===== src/rtl/addr_gen_bp_rw_seq.sv =====
// addr_gen_bp_rw_seq: read/write address sequencer for per-timestep delta
// buffers (dout, dx, dstate) in the LSTM backprop path.
// Ports:
//   clk, rst            clock, synchronous active-high reset
//   en                  start from IDLE / advance while running, low = pause
//   o_addr_rd/o_rd_valid  read address stream
//   o_addr_wr/o_wr_valid  write address stream
//   o_t                 current timestep index
//   o_busy, o_done      running flag, one-cycle end-of-run pulse
module addr_gen_bp_rw_seq #(
    parameter int unsigned ADDR_WIDTH = 12,
    parameter int unsigned NUM_CELL   = 53,
    parameter int unsigned TIMESTEP   = 7,
    parameter int unsigned DELAY_RD   = 11,
    parameter int unsigned DELAY_WR   = 9,
    parameter bit          RD_FIRST   = 1'b1,
    parameter bit          REVERSE    = 1'b1,
    parameter int unsigned BASE       = 0
) (
    input  logic                        clk,
    input  logic                        rst,
    input  logic                        en,
    output logic [ADDR_WIDTH-1:0]       o_addr_rd,
    output logic                        o_rd_valid,
    output logic [ADDR_WIDTH-1:0]       o_addr_wr,
    output logic                        o_wr_valid,
    output logic [$clog2(TIMESTEP):0]   o_t,
    output logic                        o_busy,
    output logic                        o_done
);

    localparam int unsigned DMAX = (DELAY_RD > DELAY_WR) ? DELAY_RD : DELAY_WR;
    localparam int unsigned P    = DMAX + NUM_CELL;
    localparam int unsigned CW   = $clog2(P + 1);
    localparam int unsigned TW   = $clog2(TIMESTEP) + 1;

    localparam logic [CW-1:0] P_LAST = CW'(P - 1);
    localparam logic [CW-1:0] RD_LO  = CW'(DELAY_RD);
    localparam logic [CW-1:0] WR_LO  = CW'(DELAY_WR);
    localparam logic [CW-1:0] NC     = CW'(NUM_CELL);

    localparam logic [TW-1:0] T_FIRST = REVERSE ? TW'(TIMESTEP - 1) : '0;
    localparam logic [TW-1:0] T_LAST  = REVERSE ? '0 : TW'(TIMESTEP - 1);

    localparam longint unsigned SPAN =
        longint'(BASE) + longint'(TIMESTEP) * longint'(NUM_CELL);

    if (SPAN > (64'd1 << ADDR_WIDTH)) begin : g_bad_span
        $error("addr_gen_bp_rw_seq: BASE + TIMESTEP*NUM_CELL exceeds address space");
    end
    if (NUM_CELL < 1 || TIMESTEP < 1) begin : g_bad_size
        $error("addr_gen_bp_rw_seq: NUM_CELL and TIMESTEP must be >= 1");
    end

    typedef enum logic [1:0] {
        S_IDLE,
        S_RUN,
        S_DONE
    } state_e;

    state_e          state_q;
    logic [CW-1:0]   c_q;
    logic [TW-1:0]   t_q;
    logic            first_q;

    // Values the counters take on the next advancing edge
    logic [CW-1:0]   c_d;
    logic [TW-1:0]   t_d;
    logic            first_d;
    logic            wrap;
    logic            last_step;
    logic [CW:0]     rd_off;
    logic [CW:0]     wr_off;
    logic            rd_hit;
    logic            wr_hit;
    logic [ADDR_WIDTH-1:0] row;
    logic [ADDR_WIDTH-1:0] rd_addr;
    logic [ADDR_WIDTH-1:0] wr_addr;

    always_comb begin
        wrap      = (c_q == P_LAST);
        last_step = wrap && (t_q == T_LAST);
        c_d       = c_q + CW'(1);
        t_d       = t_q;
        first_d   = first_q;
        if (state_q == S_IDLE) begin
            c_d     = '0;
            t_d     = T_FIRST;
            first_d = 1'b1;
        end else if (wrap) begin
            c_d     = '0;
            t_d     = REVERSE ? (t_q - TW'(1)) : (t_q + TW'(1));
            first_d = 1'b0;
        end

        // Borrow bit set means the phase is still before the window
        rd_off = {1'b0, c_d} - {1'b0, RD_LO};
        wr_off = {1'b0, c_d} - {1'b0, WR_LO};
        rd_hit = !rd_off[CW] && (rd_off[CW-1:0] < NC) && (RD_FIRST || !first_d);
        wr_hit = !wr_off[CW] && (wr_off[CW-1:0] < NC);

        row     = ADDR_WIDTH'(BASE) + ADDR_WIDTH'(32'(t_d) * NUM_CELL);
        rd_addr = row + ADDR_WIDTH'(rd_off[CW-1:0]);
        wr_addr = row + ADDR_WIDTH'(wr_off[CW-1:0]);
    end

    assign o_t = t_q;

    always_ff @(posedge clk) begin
        if (rst) begin
            state_q    <= S_IDLE;
            c_q        <= '0;
            t_q        <= T_FIRST;
            first_q    <= 1'b0;
            o_addr_rd  <= '0;
            o_rd_valid <= 1'b0;
            o_addr_wr  <= '0;
            o_wr_valid <= 1'b0;
            o_busy     <= 1'b0;
            o_done     <= 1'b0;
        end else begin
            unique case (state_q)
                S_IDLE: begin
                    o_done <= 1'b0;
                    if (en) begin
                        state_q    <= S_RUN;
                        o_busy     <= 1'b1;
                        c_q        <= c_d;
                        t_q        <= t_d;
                        first_q    <= first_d;
                        o_rd_valid <= rd_hit;
                        o_wr_valid <= wr_hit;
                        if (rd_hit) o_addr_rd <= rd_addr;
                        if (wr_hit) o_addr_wr <= wr_addr;
                    end
                end
                S_RUN: begin
                    if (!en) begin
                        // Paused: counters hold, addresses hold, valids drop
                        o_rd_valid <= 1'b0;
                        o_wr_valid <= 1'b0;
                    end else if (last_step) begin
                        state_q    <= S_DONE;
                        o_busy     <= 1'b0;
                        o_done     <= 1'b1;
                        o_rd_valid <= 1'b0;
                        o_wr_valid <= 1'b0;
                    end else begin
                        c_q        <= c_d;
                        t_q        <= t_d;
                        first_q    <= first_d;
                        o_rd_valid <= rd_hit;
                        o_wr_valid <= wr_hit;
                        if (rd_hit) o_addr_rd <= rd_addr;
                        if (wr_hit) o_addr_wr <= wr_addr;
                    end
                end
                S_DONE: begin
                    state_q <= S_IDLE;
                    o_done  <= 1'b0;
                    c_q     <= '0;
                    t_q     <= T_FIRST;
                end
                default: begin
                    state_q <= S_IDLE;
                end
            endcase
        end
    end

endmodule


===== config.mk =====
export PLATFORM = sky130hd
export DESIGN_NAME = addr_gen_bp_rw_seq
export DESIGN_NICKNAME = d
export VERILOG_FILES = /design/src/rtl/addr_gen_bp_rw_seq.sv
export SDC_FILE = /design/constraint.sdc
export NUM_CORES = 1
export LEC_CHECK = 0
export ABC_AREA = 1
export CELL_PAD_IN_SITES_DETAIL_PLACEMENT = 1
export CELL_PAD_IN_SITES_GLOBAL_PLACEMENT = 2
export CORE_MARGIN = 4
export CORE_UTILIZATION = 34
export CTS_CLUSTER_SIZE = 14
export DETAILED_ROUTE_END_ITERATION = 8
export GPL_TIMING_DRIVEN = 0
export HOLD_SLACK_MARGIN = 0.06
export PLACE_DENSITY = 0.85
export SYNTH_ARGS = -nofsm -noshare
export SYNTH_HDL_FRONTEND = slang
export SYNTH_SLANG_ARGS = --single-unit

===== constraint.sdc =====
create_clock -name clk -period 9.7 [get_ports clk]
set_input_delay 0.97 -clock clk [delete_from_list [all_inputs] [get_ports clk]]
set_output_delay 0.97 -clock clk [all_outputs]
set_load 0.05 [all_outputs]

# Word level (Yosys, flattened, before mapping)
# Index checks and enable logic that the tools add are counted.
# word_totals
mem_count,0
romBits,0
mem_bits_rw,0
register_bits,41
latch_bits,0
# op_classes
n_shift,0
muxes,41
n_eq_ne,7
bitwise_logic,0
multipliers,1
n_div,0
n_lt_le_gt_ge,2
reduce_logical,17
addsub,6
# ops
operator,n
12-bit 2-to-1 mux,8
12-bit one-hot mux with 2 select lines,2
7-bit 2-to-1 mux,5
10-bit by 7-bit adder with 11-bit output,2
7-bit one-hot mux with 3 select lines,1
4-bit 2-to-1 mux,5
"7-bit by 4-bit subtractor with 8-bit output, second input constant",2
"7-bit by 6-bit < comparator with 1-bit output, second input constant",2
4-bit one-hot mux with 3 select lines,1
4-bit AND reduction,3
1-bit 2-to-1 mux,11
"4-bit by 6-bit multiplier with 10-bit output, second input constant",1
"2-bit != test, second input constant",4
1-bit one-hot mux with 2 select lines,4
"7-bit by 1-bit adder with 7-bit output, second input constant",1
"7-bit by 6-bit equality test with 1-bit output, second input constant",1
2-bit 2-to-1 mux,3
3-bit AND reduction,2
4-bit logical NOT,1
2-bit one-hot mux with 2 select lines,1
2-bit nonzero test,2
"4-bit by 1-bit subtractor with 4-bit output, second input constant",1
1-bit logical AND,3
3-bit nonzero test,1
other kinds (6),7

# Depth between registers and ports, before layout
# depth
depth_word,10
depth_mapped,25
depth_no_buf,25

# Least setup slack after synthesis
# Ideal clock, no wire load.
# synth_path
kind,register -> register
startpoint,"reg t_q[0], in the netlist o_t[0]"
endpoint,reg o_addr_wr[9]
stages_incl_launch_ff,24
slack_ns,5.937
path_buffers,0
required_time_ns,9.586
arrival_time_ns,3.649
path_cell_list,dfxtp_1 inv_1 ha_1 nand2_1 o21ai_0 nand2_1 ha_1 ha_1 ha_1 nand3_1 nand2_1 xnor2_1 inv_1 ha_1 nand2_1 inv_1 nand4_1 nand3_1 nand3_1 nand2_1 nand2_1 nand3_1 nand2_1 nor2_1
# synth_via
elab_chain_len,9
elab_cells_between_ends,14
cone_classes,add/sub: 2; mul: 1; eq/ne: 1; mux: 7; reduce/logical: 3
# synth_lines
element,line,source
from (decl),63,logic [TW-1:0] t_q;
from (signal assigned),129,t_q <= t_d;
from (signal assigned),150,t_q <= t_d;
4-bit by 1-bit subtractor with 4-bit output,92,t_d = REVERSE ? (t_q - TW'(1)) : (t_q + TW'(1));
4-bit 2-to-1 mux,90,end else if (wrap) begin
4-bit 2-to-1 mux,86,if (state_q == S_IDLE) begin
4-bit by 6-bit multiplier with 10-bit output,102,row = ADDR_WIDTH'(BASE) + ADDR_WIDTH'(32'(t_d) * NUM_CELL);
10-bit by 7-bit adder with 11-bit output,104,wr_addr = row + ADDR_WIDTH'(wr_off[CW-1:0]);
12-bit 2-to-1 mux,"134, 155",
12-bit 2-to-1 mux,142,end else if (last_step) begin
12-bit 2-to-1 mux,138,if (!en) begin
12-bit one-hot mux with 2 select lines,122,unique case (state_q)
to (signal assigned),134,if (wr_hit) o_addr_wr <= wr_addr;
to (signal assigned),155,if (wr_hit) o_addr_wr <= wr_addr;
to (decl),25,"output logic [ADDR_WIDTH-1:0] o_addr_wr,"
# Several ways; a longest one is shown, not always the timed one. The select of a mux whose other input is x is not followed.
# A chain may end at the register's enable or synchronous reset.

# Worst setup path after layout
# layout_path
startpoint,reg c_q[0]
endpoint,reg o_addr_wr[8]
# layout_via
elab_chain_len,10
elab_cells_between_ends,20
cone_classes,add/sub: 3; mul: 1; order compare: 1; eq/ne: 2; mux: 9; reduce/logical: 4
# layout_lines
element,line,source
from (decl),62,logic [CW-1:0] c_q;
from (signal assigned),112,c_q <= '0;
from (signal assigned),128,c_q <= c_d;
from (signal assigned),149,c_q <= c_d;
branches (longest 10 deep; another with 10-bit by 7-bit adder with 11-bit output),--,
# Several ways; the timed one is not identified. The select of a mux whose other input is x is not followed.

==> metrics <==
DRC Markers=0; Worst-path clk slew=80 ps; Netlist Area Pre-Place=3294 um^2; syn_area_per_cell=around 6.7 um^2; io pins=35; Final Hold Vio Count=0; final setup fails=0; Hold Path End=o_addr_wr[9]; drt pass-1 iters=4; die height=about 110 um; dpl ws=between 5000 and 6000 ps; Power Density=approximately 110 nW/um^2; largest net degree at the start of global routing=13; Static Leak=1.851 nW; gp weighted congestion=0.8631; nets=569; Reg2Reg Depth=22; Synth Warn #=0; vias in the first global route=3412; Clock power frac=about a third; initial antenna violation count=0; DP Cell Count=653; antenna cells=0; ys async rst share=0%; RSZ-0062 raised after global routing=no; clock latency on the worst-skew pair=300 ps; drt total wl=9.097 mm; CP max FO=8; Worst setup EP type=flip-flop; GRT Total Usage=17.17%; delay-heaviest family, CP=adder cells; CTS max path bufs=2; Worst EP required=9890 ps; Peak VDD IR=between 0.05 and 0.06 mV; maxcap violations=0; Sw Ratio=32.42%; P_int=between 0.0002 and 0.0003 W; via count=3222; Seq cells post-synth=39; type of the worst min-delay path=reg2reg; area added between synthesis and finish=18.31%; Hold Path Stages=2; Critical Path Start Type=flip-flop; outcome=complete, no violations; final non-filler cell total=661; core footprint=slightly above 9000 um^2; Tcrit/Tclk final=43.41%; measured slew at the worst slew-check pin=568.6 ps; EDFF count, synth=0; Reg2Reg Setup Slack=5490 ps; Worst Clk Skew=9.987 ps; min setup slack post-route=approximately 5500 ps; post-CTS setup buffers=0; Mapped Cells=between 400 and 500; FMAX=0.2375 GHz; first-pass GRT wire length=16.00 mm; # H-tree levels=2; share of power burned in registers=39.6%; commonest non-fill, non-tap cells in the layout=nand2_1 (108), inv_1 (62), nor2_1 (58); critical path, cell by cell=ha_1 -> nand3_2 -> nor2_4 -> nand3_1 -> xor2_1 -> nor2_1 -> ha_1 -> ha_1 -> ha_1 -> xor2_1 -> ha_1 -> nand2_1 -> inv_1 -> nand4_1 -> nand3_1 -> nand2_1 -> nand2_1 -> nand2_1 -> xor2_1 -> nand3_1 -> nand2_1 -> nor2_1; hold path startpoint=o_addr_wr[9]; drt wl/cell=13.76 um; Crit Path Category=reg2reg; commonest non-fill, non-tap cell in the layout=nand2_1; post-synth top area share=23.70%; Buffers & Inverters on Critical Path=1; number of DRC markers in iteration 0=64; Top FF cell, synth=dfxtp_1; Gate power share=26.2%; max-slew violations=0; cts bufs inserted=5; Die Width=106.4 um; Hold-fix buffers, CTS=0; drt via density=4.874; DP Wirelength=7.674 mm; total negative setup slack=0 ps; crit path DAT=4410 ps; CTS tree=yes; largest cells by area after synthesis=dfxtp_1 (24%), nand2_1 (12%), ha_1 (12%); ratio of cells with drive above 1 in the final layout=9.211%; Rel. slew slack=62.10%; initial core utilization=a little over a third; die area=11330 um^2; Port Buffers=32; Rows=35; R2R Path Start=c_q[0]; P_sw=roughly 0.00014 W; # resized after CTS=0; Clock Sinks=39; sequential area share after synthesis=23.70%; Crit-path slowest cell=dfxtp_1; cell taking the most area after synthesis=dfxtp_1; CP max stage delay=410 ps; Detail Route Antenna Nets=0; fin crit period=4211 ps; total grt overflow=0; Distinct cells, synth=37; CTS Root Cell=clkbuf_8; FF-to-FF End=o_addr_wr[8]
[kinds of logic after synthesis]
kind of cell	count (synthesis)	synth area share (%)
and+or+nand+nor	267	37.71
adders and majority gates	35	13.98
DFF	39	23.70
AOI/OAI and AO/OA	46	7.710
other	1	0.1138
buffers and inverters	79	10.41
xor gates and xnor gates	24	6.381
[synth_stat cells (all sizes together), types with 3 or more instances]
cell      n
xor2     14
fa        3
buf      11
dfxtp    39
nand3    64
xnor2    10
nand2   112
inv      65
nor2     74
ha       32
clkbuf    3
nand4    14
a21oi    21
o21ai    15
[power groups by stage]
stage          Combinational, W  Clock (W)  Sequential (W)
2_1_floorplan         0.0000781          0        0.000177
3_3_place_gp           0.000110          0        0.000171
3_5_place_dp           0.000112          0        0.000171
4_1_cts                0.000112   0.000150        0.000167
5_1_grt                0.000126   0.000159        0.000168
6_report               0.000111   0.000144        0.000167
[stage by stage]
step	area, um^2	hold WS (ps)	total power [W]	util (%)
6_report	3897	485.7	0.0004221	41.78
5_1_grt	3897	510.2	0.0004531	41.78
4_1_cts	3897	492.3	0.0004295	41.78
3_5_place_dp	3780	473.9	0.0002826	40.52
3_3_place_gp	3780	464.2	0.0002805	40.52
2_1_floorplan	3298	458.5	0.0002548	-
[routing by layer]
layer  wire length (um)  vias up  track usage [%]
li1                   -     1659                -
met1               4075     1492            20.66
met5                  0        -                0
met4                278        0            5.936
met2               4467       52            31.18
met3                275       19            2.307
[tightest hold or removal path: cells and delay by family (launching register included)]
family,cells,cell delay (ps)
flip-flops,1,330
AND/OR/NAND/NOR,2,130
[flip-flops by register name, indices dropped and copies added, names as in the netlist]
| name | count |
|---|---|
| o_addr_rd | 11 |
| o_addr_wr | 11 |
| c_q | 7 |
| o_t | 4 |
| state_q | 2 |
| o_busy | 1 |
| o_done | 1 |
| o_rd_valid | 1 |
| o_wr_valid | 1 |
[worst max path at each step]
| stage | start | endpoint | cells after the start |
|---|---|---|---|
| finish | c_q[0] | o_addr_wr[8] | 22 |
| global route | c_q[0] | o_addr_rd[9] | 23 |
| CTS | c_q[0] | o_addr_wr[8] | 22 |
| detailed placement | c_q[0] | o_addr_wr[8] | 22 |
| global placement | c_q[0] | o_addr_wr[8] | 21 |
| floorplan | o_t[0] | o_addr_wr[9] | 23 |
[cell type report]
cell class / instances / area [um^2]
tap: 129 / 161.4
multi-input combinational: 374 / 2175
timing repair buffer: 32 / 320.3
clock inverter: 2 / 35.03
fill: 1215 / 5430
sequential: 39 / 780.7
inverter: 65 / 246.5
clock buffer: 6 / 82.58
buffer: 14 / 96.34
(Power assumes the default switching activity.)
